===== config.mk =====
export PLATFORM = sky130hd
export DESIGN_NAME = gcd_unit
export DESIGN_NICKNAME = d
export VERILOG_FILES = /design/src/rtl/gcd_pkg.sv /design/src/rtl/gcd_step.sv /design/src/rtl/gcd_unit.sv
export SDC_FILE = /design/constraint.sdc
export NUM_CORES = 1
export LEC_CHECK = 0
export ABC_AREA = 1
export CAP_MARGIN = 20
export CORE_ASPECT_RATIO = 1.2
export CORE_MARGIN = 2
export CORE_UTILIZATION = 60
export DETAILED_ROUTE_END_ITERATION = 10
export PLACE_DENSITY = 0.88
export SYNTH_ARGS = -nofsm -noshare
export SYNTH_HDL_FRONTEND = slang
export SYNTH_SLANG_ARGS = --single-unit

===== constraint.sdc =====
create_clock -name clk -period 4.5 [get_ports clk]
set_clock_uncertainty 0.15 [all_clocks]
set_input_delay 0.9 -clock clk [delete_from_list [all_inputs] [get_ports clk]]
set_output_delay 0.9 -clock clk [all_outputs]
set_load 0.01 [all_outputs]

===== src/rtl/gcd_pkg.sv =====
// gcd_pkg: shared state encoding and default widths for the GCD execution unit.
package gcd_pkg;
    typedef enum logic [1:0] {IDLE, CALC, DONE} gcd_state_t;
    localparam int GCD_WIDTH = 8;
    localparam int GCD_CNT_W = 16;
endpackage


===== src/rtl/gcd_step.sv =====
// gcd_step: one combinational subtraction step of Euclid's algorithm.
module gcd_step
    import gcd_pkg::*;
#(
    parameter int WIDTH = GCD_WIDTH
) (
    input  logic [WIDTH-1:0] a,
    input  logic [WIDTH-1:0] b,
    output logic [WIDTH-1:0] a_nxt,
    output logic [WIDTH-1:0] b_nxt,
    output logic             done,
    output logic [WIDTH-1:0] result
);
    always_comb begin
        done   = (a == '0) || (b == '0) || (a == b);
        result = (a == '0) ? b : a;
        // the larger operand is always the minuend, so no underflow
        a_nxt  = (!done && a > b) ? a - b : a;
        b_nxt  = (!done && b > a) ? b - a : b;
    end
endmodule


===== src/rtl/gcd_unit.sv =====
// gcd_unit: multicycle subtraction-based GCD with valid/ready in and out,
// one step per cycle and a saturating iteration count.
module gcd_unit
    import gcd_pkg::*;
#(
    parameter int WIDTH = GCD_WIDTH,
    parameter int CNT_W = GCD_CNT_W
) (
    input  logic             clk,
    input  logic             reset,
    input  logic             in_valid,
    output logic             in_ready,
    input  logic [WIDTH-1:0] a_in,
    input  logic [WIDTH-1:0] b_in,
    output logic             out_valid,
    input  logic             out_ready,
    output logic [WIDTH-1:0] gcd_out,
    output logic [CNT_W-1:0] iter_out,
    output logic             busy
);
    gcd_state_t       state_q, state_d;
    logic [WIDTH-1:0] a_q, a_d, b_q, b_d, gcd_q, gcd_d;
    logic [CNT_W-1:0] cnt_q, cnt_d, iter_q, iter_d;
    logic [WIDTH-1:0] a_nxt, b_nxt, result;
    logic             done;

    gcd_step #(.WIDTH(WIDTH)) u_step (
        .a      (a_q),
        .b      (b_q),
        .a_nxt  (a_nxt),
        .b_nxt  (b_nxt),
        .done   (done),
        .result (result)
    );

    always_comb begin
        state_d = state_q;
        a_d     = a_q;
        b_d     = b_q;
        cnt_d   = cnt_q;
        gcd_d   = gcd_q;
        iter_d  = iter_q;
        case (state_q)
            IDLE: if (in_valid) begin
                a_d     = a_in;
                b_d     = b_in;
                cnt_d   = '0;
                state_d = CALC;
            end
            CALC: if (done) begin
                gcd_d   = result;
                iter_d  = cnt_q;
                state_d = DONE;
            end else begin
                a_d   = a_nxt;
                b_d   = b_nxt;
                cnt_d = (cnt_q == '1) ? cnt_q : cnt_q + 1'b1;
            end
            DONE: if (out_ready) state_d = IDLE;
            default: state_d = IDLE;
        endcase
    end

    always_ff @(posedge clk or negedge reset) begin
        if (!reset) begin
            state_q <= IDLE;
            a_q     <= '0;
            b_q     <= '0;
            cnt_q   <= '0;
            gcd_q   <= '0;
            iter_q  <= '0;
        end else begin
            state_q <= state_d;
            a_q     <= a_d;
            b_q     <= b_d;
            cnt_q   <= cnt_d;
            gcd_q   <= gcd_d;
            iter_q  <= iter_d;
        end
    end

    assign in_ready  = (state_q == IDLE);
    assign out_valid = (state_q == DONE);
    assign busy      = (state_q != IDLE);
    assign gcd_out   = gcd_q;
    assign iter_out  = iter_q;
endmodule

Yosys cells after proc, flatten, opt, wreduce, memory -nomap -nowiden
Cells that the tools add are included.

word-level totals
  register bits after elaboration = 58
  bits of input ports = 20
  output and inout port bits = 27
  logic and storage cells = 54

cells by class
  add/subtract/negate cells = 3
  $lt $le $gt $ge = 2
  eq/ne operators = 11
  multiplexer cells = 17
  reduce and logical (&&, ||, !) cells = 15

operators with widths
  kind                   number
  $mux 8                 7
  $mux 16                3
  $pmux 16 s2            1
  $pmux 8 s2             2
  $add 16x1->16 const B  1
  $eq 16x16->1 const B   1
  $gt 8x8->1             2
  $logic_not 8->1        2
  $sub 8x8->8            2
  $reduce_and 4->1       3
  $eq 8x8->1             1
  $ne 2x2->1 const B     4
  $mux 2                 3
  $ne 2x1->1 const B     3
  $pmux 2 s3             1
  $reduce_bool 2->1      2
  $reduce_and 3->1       1
  $eq 2x1->1 const B     1
  $eq 2x2->1 const B     1
  $logic_and 1x1->1      2
  $logic_not 2->1        1
  $logic_or 1x1->1       2
  $reduce_and 2->1       1
  $logic_not 1->1        1

Depth between registers and ports, before layout
  depth in word-level cells = 8
  mapped depth = 12
  gate-level depth less buffers = 12

Modules after synthesis
A second synthesis with hierarchy kept.

unflattened totals
  cells, all modules = 553
  area, all modules = 3972.6 um^2

modules (own cells, without submodules)
  module    instances  cells each  area an instance (um^2)  seq. area each (um^2)
  gcd_unit  1          311         2763.9                   1451.4
  gcd_step  1          242         1208.7                   0.0

Worst setup path after synthesis
No wires, ideal clock.

  kind = input -> register
  start point = input port in_valid
  end point = register a_q[2]
  library setup time = 0.117 ns
  data arrival time = 1.725 ns
  required time = 4.233 ns
  slack = 2.509 ns
  stages on the path = 6
  path buffers = 0
  path through = o21ai_0 -> inv_1 -> nand2_1 -> nor2_4 -> nand2_1 -> nand2_1

on the way
  cells in the longest elaborated chain, start to end = 2

ends and longest elaborated chain
  what                        line            RTL
  from (decl)                 gcd_unit.sv:11  input logic in_valid,
  $ne 2x2->1 (no line)        --
  $reduce_and 4->1 (no line)  --
  to (signal assigned)        gcd_unit.sv:67  a_q <= '0;
  to (signal assigned)        gcd_unit.sv:74  a_q <= a_d;
  to (decl)                   gcd_unit.sv:22  logic [WIDTH-1:0] a_q, a_d, b_q, b_d, gcd_q, gcd_d;

No other way between the ends.
A chain may end at the register's enable or synchronous reset.

Worst setup path in the final report
  start point = register a_q[4]
  end point = register a_q[4]

on the way
  cells in the longest elaborated chain, start to end = 7
  elaborated cells on any way between the ends = 14
  those cells by class = add/sub: 1; order compare: 1; eq/ne: 3; mux: 3; reduce/logical: 6

ends and longest elaborated chain
  what
  branches (longest 7 deep; another with $sub 8x8->8)

Several ways; the timed one is not identified. The select of a mux whose other input is x is not followed.

==> results.py <==
metrics = {
    "cts": {
        "numCtsBuffers": 9,
        "cts_num_sinks": 58,
        "path_clk_slew_ps": 60,
        "cts_setup_buffers": 0,
        "cts-resized-gates": 0,
        "holdBufCountCts": 0,
        "cts_root_buf": "clkbuf_8",
        "cts_buffer_depth": 2,
        "clk-insertion-delay-late_ps": 340,
        "htreeDepth": 3,
        "cts_tree": "done",
    },
    "yosys": {
        "ys_top_cells_by_area": "dfrtp_1 39%, nand2_1 21%, ha_1 5.7%",
        "synthSimpleGateAreaFrac_pct": 35.31,
        "synth_xor_area_share_pct": 2.106,
        "synth_flop_cell": "dfrtp_1",
        "ys_ff_latch": 58,
        "postSynthAreaPerCell_um2": 7.142,
        "synthDistinctLibCells": 27,
        "synth_top_cell_by_area": "dfrtp_1",
        "yosysTopAreaCellShare_pct": 38.78,
        "syn_nets": 563,
        "netlist_area_mm2": 0.003742,
        "synth_cells": 524,
        "synthArstFlopShare_pct": 100.0,
        "muxShareOfSynthArea_pct": 0,
        "synth_edf_count": 0,
        "synth_compound_area_share_pct": 8.693,
        "synth_common_cells": "210 x nand2_1, 58 x dfrtp_1, 54 x inv_1",
        "synth_top_family_by_area": "simple AND/OR/NAND/NOR gates",
        "yosysMostFrequentCell": "nand2_1",
        "synthAdderAreaFrac_pct": 6.754,
        "ys_seq_area_share_pct": 38.78,
        "yosysWarnings": 0,
    },
    "power_and_ir_drop": {
        "clock_power_share_pct": 13.7,
        "pwr-share-seq_pct": 23.4,
        "peakVddDrop_uv": 539.3,
        "p_int_w": 0.001711,
        "switchingPower_w": 0.001821,
        "switching_share_pct": 51.56,
        "leakage_nw": 2.200,
        "p_total_w": 0.003533,
        "cellPowerDensity_mw_per_mm2": 801.0,
        "power.share.combinational_pct": 62.9,
    },
    "global_routing": {
        "grt_max_degree": 59,
        "grt_pass1_wl_um": 15640,
        "antenna_found_initial": 0,
        "grt-ovfl-total": 0,
        "grt.total_usage_pct": 28.26,
        "grt_pass1_vias": 3475,
    },
    "routing": {
        "wl_um": 9078,
        "vias": 3574,
        "antenna_left": 0,
        "drt_first_pass_iters": 6,
        "drc": 0,
        "drt_iter0_markers": 253,
        "via_per_inst": 5.440,
        "routedWlPerCell_um": 13.82,
    },
    "layout": {
        "utilization_pct": 72.89,
        "syn2layout_area_growth_pct": 17.85,
        "drive_gt1_share_pct": 7.130,
        "final_nets": 609,
        "diodes": 0,
    },
    "job": {
        "drv_cap": 0,
    },
    "floorplan": {
        "core_mm2": 0.006051,
        "ios": 47,
        "initial_core_util_pct": 61.85,
        "num_rows": 31,
        "fp.dieH_um": 90.52,
        "die-area_mm2": 0.006888,
        "die-width_um": 76.10,
    },
    "timing": {
        "fin_tns_setup_ps": 0,
        "hold_violations": 0,
        "finalCritPeriodShare_pct": 60.28,
        "fin_ws_ps": 1787,
        "fin_crit_ps": 2713,
        "fmax_ghz": 0.3687,
        "report.final.setup_viol": 0,
        "slew_viol_final": 0,
        "rsz0062_at_grt": "no",
        "max_slew_margin_pct": 53.98,
        "worstMarginPinSlew_ps": 690.2,
    },
    "worst_setup_path": {
        "crit_path_start_kind": "flop",
        "critPathSlowestCell": "dfrtp_1",
        "cpPeakStageDelay_ps": 440,
        "path_max_fanout": 51,
        "path_cells": "inv_1 -> ha_1 -> nand2_1 -> nor2_1 -> nand2_1 -> nand3_2 -> nand2_4 -> nand2_1 -> nor2_4 -> nand2_1 -> nand2_1",
        "worstPathRequired_ps": 4620,
        "crit_type": "flop to flop",
        "worst_path_most_repeated_cell": "nand2_1",
        "cp.arrival_ps": 2830,
        "end_kind": "flop",
    },
    "hold_path": {
        "hold_class": "flop to flop",
    },
    "place": {
        "gp_congestion": 0.9566,
        "dpl.hpwl_um": 6543,
        "place_ws_ps": 1847,
        "io_buffer_count": 46,
    },
    "outcome": {
        "status": "complete, no violations",
    },
}
[flip-flops by register name (all words and copies together) (netlist names)]
register,cells
cnt_q,16
state_q,2
iter_out,16
gcd_out,8
b_q,8
a_q,8
[final timing paths]
check	to	start	depth (start not counted)	slack, ps
worst max-delay path	a_q[4]$_DFFE_PN0P_	a_q[4]$_DFFE_PN0P_	11	1790
worst min-delay path	iter_out[12]$_DFFE_PN0P_	iter_out[12]$_DFFE_PN0P_	2	330
worst max register to register	a_q[4]$_DFFE_PN0P_	a_q[4]$_DFFE_PN0P_	11	1790
worst min register to register	iter_out[12]$_DFFE_PN0P_	iter_out[12]$_DFFE_PN0P_	2	330
max in group asynchronous	gcd_out[6]$_DFFE_PN0P_	reset	2	3200
min in group asynchronous	iter_out[6]$_DFFE_PN0P_	reset	2	540
[per-layer routing]
| metal | up-vias | GRT usage (%) | part of all wire [%] |
|---|---|---|---|
| li1 | 1738 | - | - |
| met1 | 1686 | 32.30 | 40 |
| met2 | 122 | 49.55 | 52 |
| met3 | 28 | 6.500 | 4.9 |
| met4 | 0 | 14.09 | 3.2 |
| met5 | - | 0 | 0 |
[cell families after synthesis]
logic type      count (synthesis)
compound gates                 58
fa+ha+maj                      19
xor+xnor                        9
simple gates                  311
flops                          58
buf+inv                        69
[area by class of cell]
cell class | count | area [um2]
Clock inverter | 2 | 35.03
Timing Repair Buffer | 48 | 470.5
Multi-Input combinational cell | 397 | 1978
Inverter | 56 | 210.2
Clock buffer | 14 | 162.7
Fill cell | 507 | 1640
Sequential cell | 58 | 1451
Tap cell | 82 | 102.6
[power groups by stage]
| stage | combinational (W) | clock [W] | sequential [W] |
|---|---|---|---|
| 3_3_place_gp | 0.00208 | 0 | 0.000821 |
| 3_5_place_dp | 0.00217 | 0 | 0.000829 |
| 2_1_floorplan | 0.00166 | 0 | 0.000809 |
| 5_1_grt | 0.00250 | 0.000515 | 0.000847 |
| 6_report | 0.00222 | 0.000483 | 0.000828 |
| 4_1_cts | 0.00219 | 0.000489 | 0.000824 |
[placed cells by master (no fill, tap or decap), types with 6 or more instances in the layout]
cell type / n
nand2_1: 210
o21ai_0: 18
nor2_4: 6
o21ai_1: 18
dfrtp_1: 58
ha_1: 17
inv_1: 54
xor2_1: 9
a21oi_1: 7
nor2_1: 35
clkbuf_8: 11
o21ai_2: 6
clkdlybuf4s50_1: 45
nand3_1: 42
a31oi_1: 8
[per-stage QoR]
stage                     hold WS (ps)  cells  cell area [um2]
after global placement           311.8    641             4213
after global routing             353.6    657             4410
after detailed placement         315.5    641             4213
after CTS                        333.0    657             4410
final                            328.3    657             4410
after floorplan                  324.3    524             3742
[critical path, delay by kind of cell, from the launching register on]
family | cells | cell delay, ps
buffers and inverters | 1 | 80
and+or+nand+nor | 9 | 1570
adders and majority gates | 1 | 390
DFF | 1 | 440
Power figures use the tool's default switching activity.
